==> config.mk <==
export PLATFORM = sky130hd
export DESIGN_NAME = ls_tile_flat
export DESIGN_NICKNAME = d
export VERILOG_FILES = /design/src/rtl/ls_tile_if.sv /design/src/rtl/ls_tile.sv /design/src/flat_wrapper.sv
export SDC_FILE = /design/constraint.sdc
export NUM_CORES = 1
export LEC_CHECK = 0
export CAP_MARGIN = 20
export CELL_PAD_IN_SITES_DETAIL_PLACEMENT = 0
export CELL_PAD_IN_SITES_GLOBAL_PLACEMENT = 1
export CORE_UTILIZATION = 31
export CTS_BUF_LIST = sky130_fd_sc_hd__clkbuf_8
export DETAILED_ROUTE_END_ITERATION = 12
export PLACE_DENSITY_LB_ADDON = 0.1
export SLEW_MARGIN = 40
export SYNTH_ARGS = -nofsm -noshare
export SYNTH_HDL_FRONTEND = slang
export SYNTH_SLANG_ARGS = --single-unit
export TNS_END_PERCENT = 30
==> constraint.sdc <==
create_clock -name clk -period 3.1 [get_ports clk]
set_input_delay 0.62 -clock clk [delete_from_list [all_inputs] [get_ports clk]]
set_output_delay 0.62 -clock clk [all_outputs]
set_load 0.01 [all_outputs]
==> src/rtl/ls_tile_if.sv <==
// Bus between the load/store tile, its neighbouring PE and the data memory.
// The slave modport is the tile's view; the master modport is the PE/memory side.
interface ls_tile_if #(
    parameter int unsigned DATA_WIDTH = 32,
    parameter int unsigned ROW_BITS   = 6,
    parameter int unsigned COL_BITS   = 6
);
    logic [ROW_BITS+COL_BITS:0]     ctrl;
    logic                           en;
    logic                           input_ready;
    logic [DATA_WIDTH-1:0]          FromMemoryReg;
    logic [DATA_WIDTH-1:0]          FromPE;
    logic [DATA_WIDTH-1:0]          ToPE;
    logic [DATA_WIDTH-1:0]          ToMemoryReg;
    logic [ROW_BITS+COL_BITS-1:0]   mem_addr;
    logic                           mem_we;
    logic                           output_ready;

    modport slave (
        input  ctrl, en, input_ready, FromMemoryReg, FromPE,
        output ToPE, ToMemoryReg, mem_addr, mem_we, output_ready
    );

    modport master (
        output ctrl, en, input_ready, FromMemoryReg, FromPE,
        input  ToPE, ToMemoryReg, mem_addr, mem_we, output_ready
    );
endinterface

==> src/rtl/ls_tile.sv <==
// West-edge load/store tile: one accepted ctrl word per cycle, 1-cycle registered latency.
// Define LS_FWD_EN to enable store-to-load forwarding from a last-store register.
module ls_tile #(
    parameter int unsigned DATA_WIDTH = 32,
    parameter int unsigned ROW_BITS   = 6,
    parameter int unsigned COL_BITS   = 6
) (
    input  logic            clk,
    input  logic            reset,
    ls_tile_if.slave        bus
);
    localparam int unsigned AddrBits = ROW_BITS + COL_BITS;

    logic [DATA_WIDTH-1:0] to_pe_q;
    logic [DATA_WIDTH-1:0] to_mem_q;
    logic [AddrBits-1:0]   addr_q;
    logic                  we_q;
    logic                  ready_q;

    logic                  accept;
    logic                  is_store;
    logic [AddrBits-1:0]   op_addr;
    logic [DATA_WIDTH-1:0] load_data;

    assign accept   = bus.en && bus.input_ready;
    assign is_store = bus.ctrl[0];
    assign op_addr  = bus.ctrl[AddrBits:1];

`ifdef LS_FWD_EN
    logic                  fwd_valid_q;
    logic [AddrBits-1:0]   fwd_addr_q;
    logic [DATA_WIDTH-1:0] fwd_data_q;

    // A load hitting the most recent store must see that data, not the stale memory word.
    always_comb begin
        load_data = bus.FromMemoryReg;
        if (fwd_valid_q && (fwd_addr_q == op_addr)) begin
            load_data = fwd_data_q;
        end
    end

    always_ff @(posedge clk or posedge reset) begin
        if (reset) begin
            fwd_valid_q <= 1'b0;
            fwd_addr_q  <= '0;
            fwd_data_q  <= '0;
        end else if (accept && is_store) begin
            fwd_valid_q <= 1'b1;
            fwd_addr_q  <= op_addr;
            fwd_data_q  <= bus.FromPE;
        end
    end
`else
    assign load_data = bus.FromMemoryReg;
`endif

    always_ff @(posedge clk or posedge reset) begin
        if (reset) begin
            to_pe_q  <= '0;
            to_mem_q <= '0;
            addr_q   <= '0;
            we_q     <= 1'b0;
            ready_q  <= 1'b0;
        end else begin
            we_q    <= 1'b0;
            ready_q <= 1'b0;
            if (accept) begin
                addr_q  <= op_addr;
                ready_q <= 1'b1;
                if (is_store) begin
                    to_mem_q <= bus.FromPE;
                    we_q     <= 1'b1;
                end else begin
                    to_pe_q <= load_data;
                end
            end
        end
    end

    assign bus.ToPE         = to_pe_q;
    assign bus.ToMemoryReg  = to_mem_q;
    assign bus.mem_addr     = addr_q;
    assign bus.mem_we       = we_q;
    assign bus.output_ready = ready_q;
endmodule

==> src/flat_wrapper.sv <==
// flat-port wrapper written by rule: the top's interface ports become plain ports
module ls_tile_flat 
#(
    parameter int unsigned DATA_WIDTH = 32,
    parameter int unsigned ROW_BITS   = 6,
    parameter int unsigned COL_BITS   = 6
)
  (clk, reset, bus_ctrl, bus_en, bus_input_ready, bus_FromMemoryReg, bus_FromPE, bus_ToPE, bus_ToMemoryReg, bus_mem_addr, bus_mem_we, bus_output_ready);
  ls_tile_if #(.DATA_WIDTH(DATA_WIDTH), .ROW_BITS(ROW_BITS), .COL_BITS(COL_BITS)) bus_i ();
  input  logic clk;
  input  logic reset;
  input wire logic [$bits(bus_i.ctrl)-1:0] bus_ctrl;
  input wire logic [$bits(bus_i.en)-1:0] bus_en;
  input wire logic [$bits(bus_i.input_ready)-1:0] bus_input_ready;
  input wire logic [$bits(bus_i.FromMemoryReg)-1:0] bus_FromMemoryReg;
  input wire logic [$bits(bus_i.FromPE)-1:0] bus_FromPE;
  output wire logic [$bits(bus_i.ToPE)-1:0] bus_ToPE;
  output wire logic [$bits(bus_i.ToMemoryReg)-1:0] bus_ToMemoryReg;
  output wire logic [$bits(bus_i.mem_addr)-1:0] bus_mem_addr;
  output wire logic [$bits(bus_i.mem_we)-1:0] bus_mem_we;
  output wire logic [$bits(bus_i.output_ready)-1:0] bus_output_ready;
  assign bus_i.ctrl = bus_ctrl;
  assign bus_i.en = bus_en;
  assign bus_i.input_ready = bus_input_ready;
  assign bus_i.FromMemoryReg = bus_FromMemoryReg;
  assign bus_i.FromPE = bus_FromPE;
  assign bus_ToPE = bus_i.ToPE;
  assign bus_ToMemoryReg = bus_i.ToMemoryReg;
  assign bus_mem_addr = bus_i.mem_addr;
  assign bus_mem_we = bus_i.mem_we;
  assign bus_output_ready = bus_i.output_ready;
  ls_tile #(.DATA_WIDTH(DATA_WIDTH), .ROW_BITS(ROW_BITS), .COL_BITS(COL_BITS)) u_core (.clk(clk), .reset(reset), .bus(bus_i));
endmodule
==> results_dict.tcl <==
set metrics [dict create \
    path_buf_inv 1 \
    drt_iter0_markers 23 \
    r2r_end "u_core.bus.ToMemoryReg[1]$_DFFE_PP0P_" \
    syn_nets 248 \
    post-route-util 0.522 \
    max-cap-violations 0 \
    max_slew_margin 0.601 \
    finalCriticalPeriod_ns 1.88 \
    tritoncts "built" \
    worstPathMaxFanout 2 \
    grt_pass1_vias 2113 \
    final_area_um2 4800 \
    syn-cell-area_um2 2920 \
    yosys_warnings 0 \
    cts_buffer_depth 2 \
    ys_ff_latch 78 \
    r2r_setup_slack_ns 2.33 \
    rsz0062_at_grt "false" \
    clkSinkCount 78 \
    status "completed" \
    setup_viol 0 \
    io_buffer_count 158 \
    yosysUniqueCellTypes 9 \
    row_count 35 \
    postCtsHoldBufs 0 \
    post_dp_cell_area_um2 4610 \
    drt-vias-per-instance 4.41 \
    die_w_um 99.1 \
    grt_pass1_wl_mm 10.5 \
    holdPathStages 1 \
    crit_path_end_kind "output port" \
    p_leak_nw 2.03 \
    ir_worst_vdd_v 0.000290 \
    ios 159 \
    drive_above_1_share 0.284 \
    nNetsFinal 414 \
    ys_seq_area_frac 0.668 \
    htree_levels 3 \
    finalMaxSlewViolations 0 \
    mostFrequentLayoutCells "clkdlybuf4s50_1, dfrtp_1, mux2_2" \
    die_area_um2 9820 \
    worstReg2RegStart "u_core.bus.ToMemoryReg[1]$_DFFE_PP0P_" \
    worst_pin_slew_ns 0.597 \
    hold_start "u_core.bus.ToMemoryReg[9]$_DFFE_PP0P_" \
    dp_hpwl_mm 4.74 \
    finalCritPeriodShare 0.606 \
    core_area_um2 9200 \
    place.gp.congestion 0.647 \
    drc_errors 0 \
    area_growth_pct 64.1 \
    synthCells 167 \
    powerDensity_nw_per_um2 587 \
    fmax_mhz 532 \
    wl_per_cell_um 14.5 \
    clkTransAtPathRegs_ns 0.07 \
    grt.overflow.total 0 \
    crit_family "buffers and inverters" \
    crit_path_top_delay_cell "clkdlybuf4s50_1" \
    clock-skew-final_ns 0 \
    track_usage 0.141 \
    crit_chain "clkdlybuf4s50_1" \
    start_util 0.318 \
    final_common_cell "clkdlybuf4s50_1" \
    critical_path_class "flip-flop to output port" \
    max_stage_delay_ns 0.56 \
    firstDrtPassIters 4 \
    cts_resized 0 \
    cp-start-kind "flip-flop" \
    avgSynthCellArea_um2 17.5 \
    antenna_left 0 \
    vias 1978 \
    antenna_found_initial 0 \
    setup_ws_ns 1.22 \
    rr_worst_depth 1 \
    cts_made_buffers 9 \
    totalWireLength_mm 6.52 \
    placed_cells 433 \
    clk_latency_ns 0.34 \
    die_h_um 99.1 \
    fin_cells 449 \
    grt_max_degree 33 \
    cts_setup_buffers 0 \
    cp_num_cells 1 \
    cts-root-buf "clkbuf_8" \
    arrival_ns 1.26 \
    post-place-ws_ns 0.922 \
    hold_viol 0 \
    tns_ns 0 \
    hold_path_end "u_core.bus.ToMemoryReg[9]$_DFFE_PP0P_" \
    antenna_cells 0 \
    required_ns 2.48 \
    worst_hold_path_type "flip-flop to flip-flop" \
]
-- cells by family after synthesis --
family | share of synthesized area
mux | 0.293
buf+inv | 0.0312
simple gates | 0.00856
flops | 0.668
-- where the power goes --
part	internal, W	total (W)	switching (W)
clock	0.000386	0.000736	0.000350
combinational	0.000535	0.000797	0.000263
sequential	0.00120	0.00128	0.0000858
-- worst max-delay path by stage --
stage                                                 from                                     to  slack, ns
floorplan                                            reset  u_core.bus.ToMemoryReg[0]$_DFFE_PP0P_       0.48
global placement                               bus_ctrl[0]        u_core.bus.ToPE[24]$_DFFE_PP0P_       0.93
detailed placement                             bus_ctrl[0]        u_core.bus.ToPE[13]$_DFFE_PP0P_       0.92
CTS                  u_core.bus.ToMemoryReg[1]$_DFFE_PP0P_                     bus_ToMemoryReg[1]       1.20
global route         u_core.bus.ToMemoryReg[1]$_DFFE_PP0P_                     bus_ToMemoryReg[1]       1.14
finish              u_core.bus.ToMemoryReg[30]$_DFFE_PP0P_                    bus_ToMemoryReg[30]       1.22
-- Yosys cell counts --
cell type   n  area, um^2
nand2_1     1        3.75
clkbuf_8    3        41.3
dfrtp_1    78        1950
buf_6       3        33.8
mux2_2     76         856
nand3b_2    1        11.3
buf_2       1        5.00
inv_1       3        11.3
nand3_2     1        10.0
-- through the flow --
| step | power, W | hold slack [ns] |
|---|---|---|
| 3_3_place_gp | 0.00210 | 0.485 |
| 4_1_cts | 0.00287 | 0.507 |
| 5_1_grt | 0.00297 | 0.520 |
| 6_report | 0.00282 | 0.505 |
| 2_1_floorplan | 0.00159 | 0.550 |
| 3_5_place_dp | 0.00211 | 0.492 |
-- state kept, by name, indices dropped and copies added (netlist names) --
name                     flops
u_core.bus.mem_addr         12
u_core.bus.output_ready      1
u_core.bus.ToMemoryReg      32
u_core.bus.mem_we            1
u_core.bus.ToPE             32
-- per-layer routing --
| metal | vias up | GRT usage | wire [um] | part of all wire |
|---|---|---|---|---|
| met5 | - | 0 | 0 | 0 |
| met4 | 0 | 0.0373 | 65 | 0.010 |
| met3 | 7 | 0.0696 | 654 | 0.10 |
| met2 | 92 | 0.225 | 3060 | 0.47 |
| met1 | 965 | 0.171 | 2740 | 0.42 |
| li1 | 914 | - | - | - |
-- cell type report --
| class | count | area, um^2 |
|---|---|---|
| Clock buffer | 10 | 138 |
| Clock inverter | 6 | 55.1 |
| Fill cell | 815 | 4400 |
| Inverter | 3 | 11.3 |
| Multi-Input combinational cell | 79 | 881 |
| Sequential cell | 78 | 1950 |
| Tap cell | 111 | 139 |
| Timing Repair Buffer | 162 | 1620 |
Note: power is estimated with default switching activity, not from simulation.
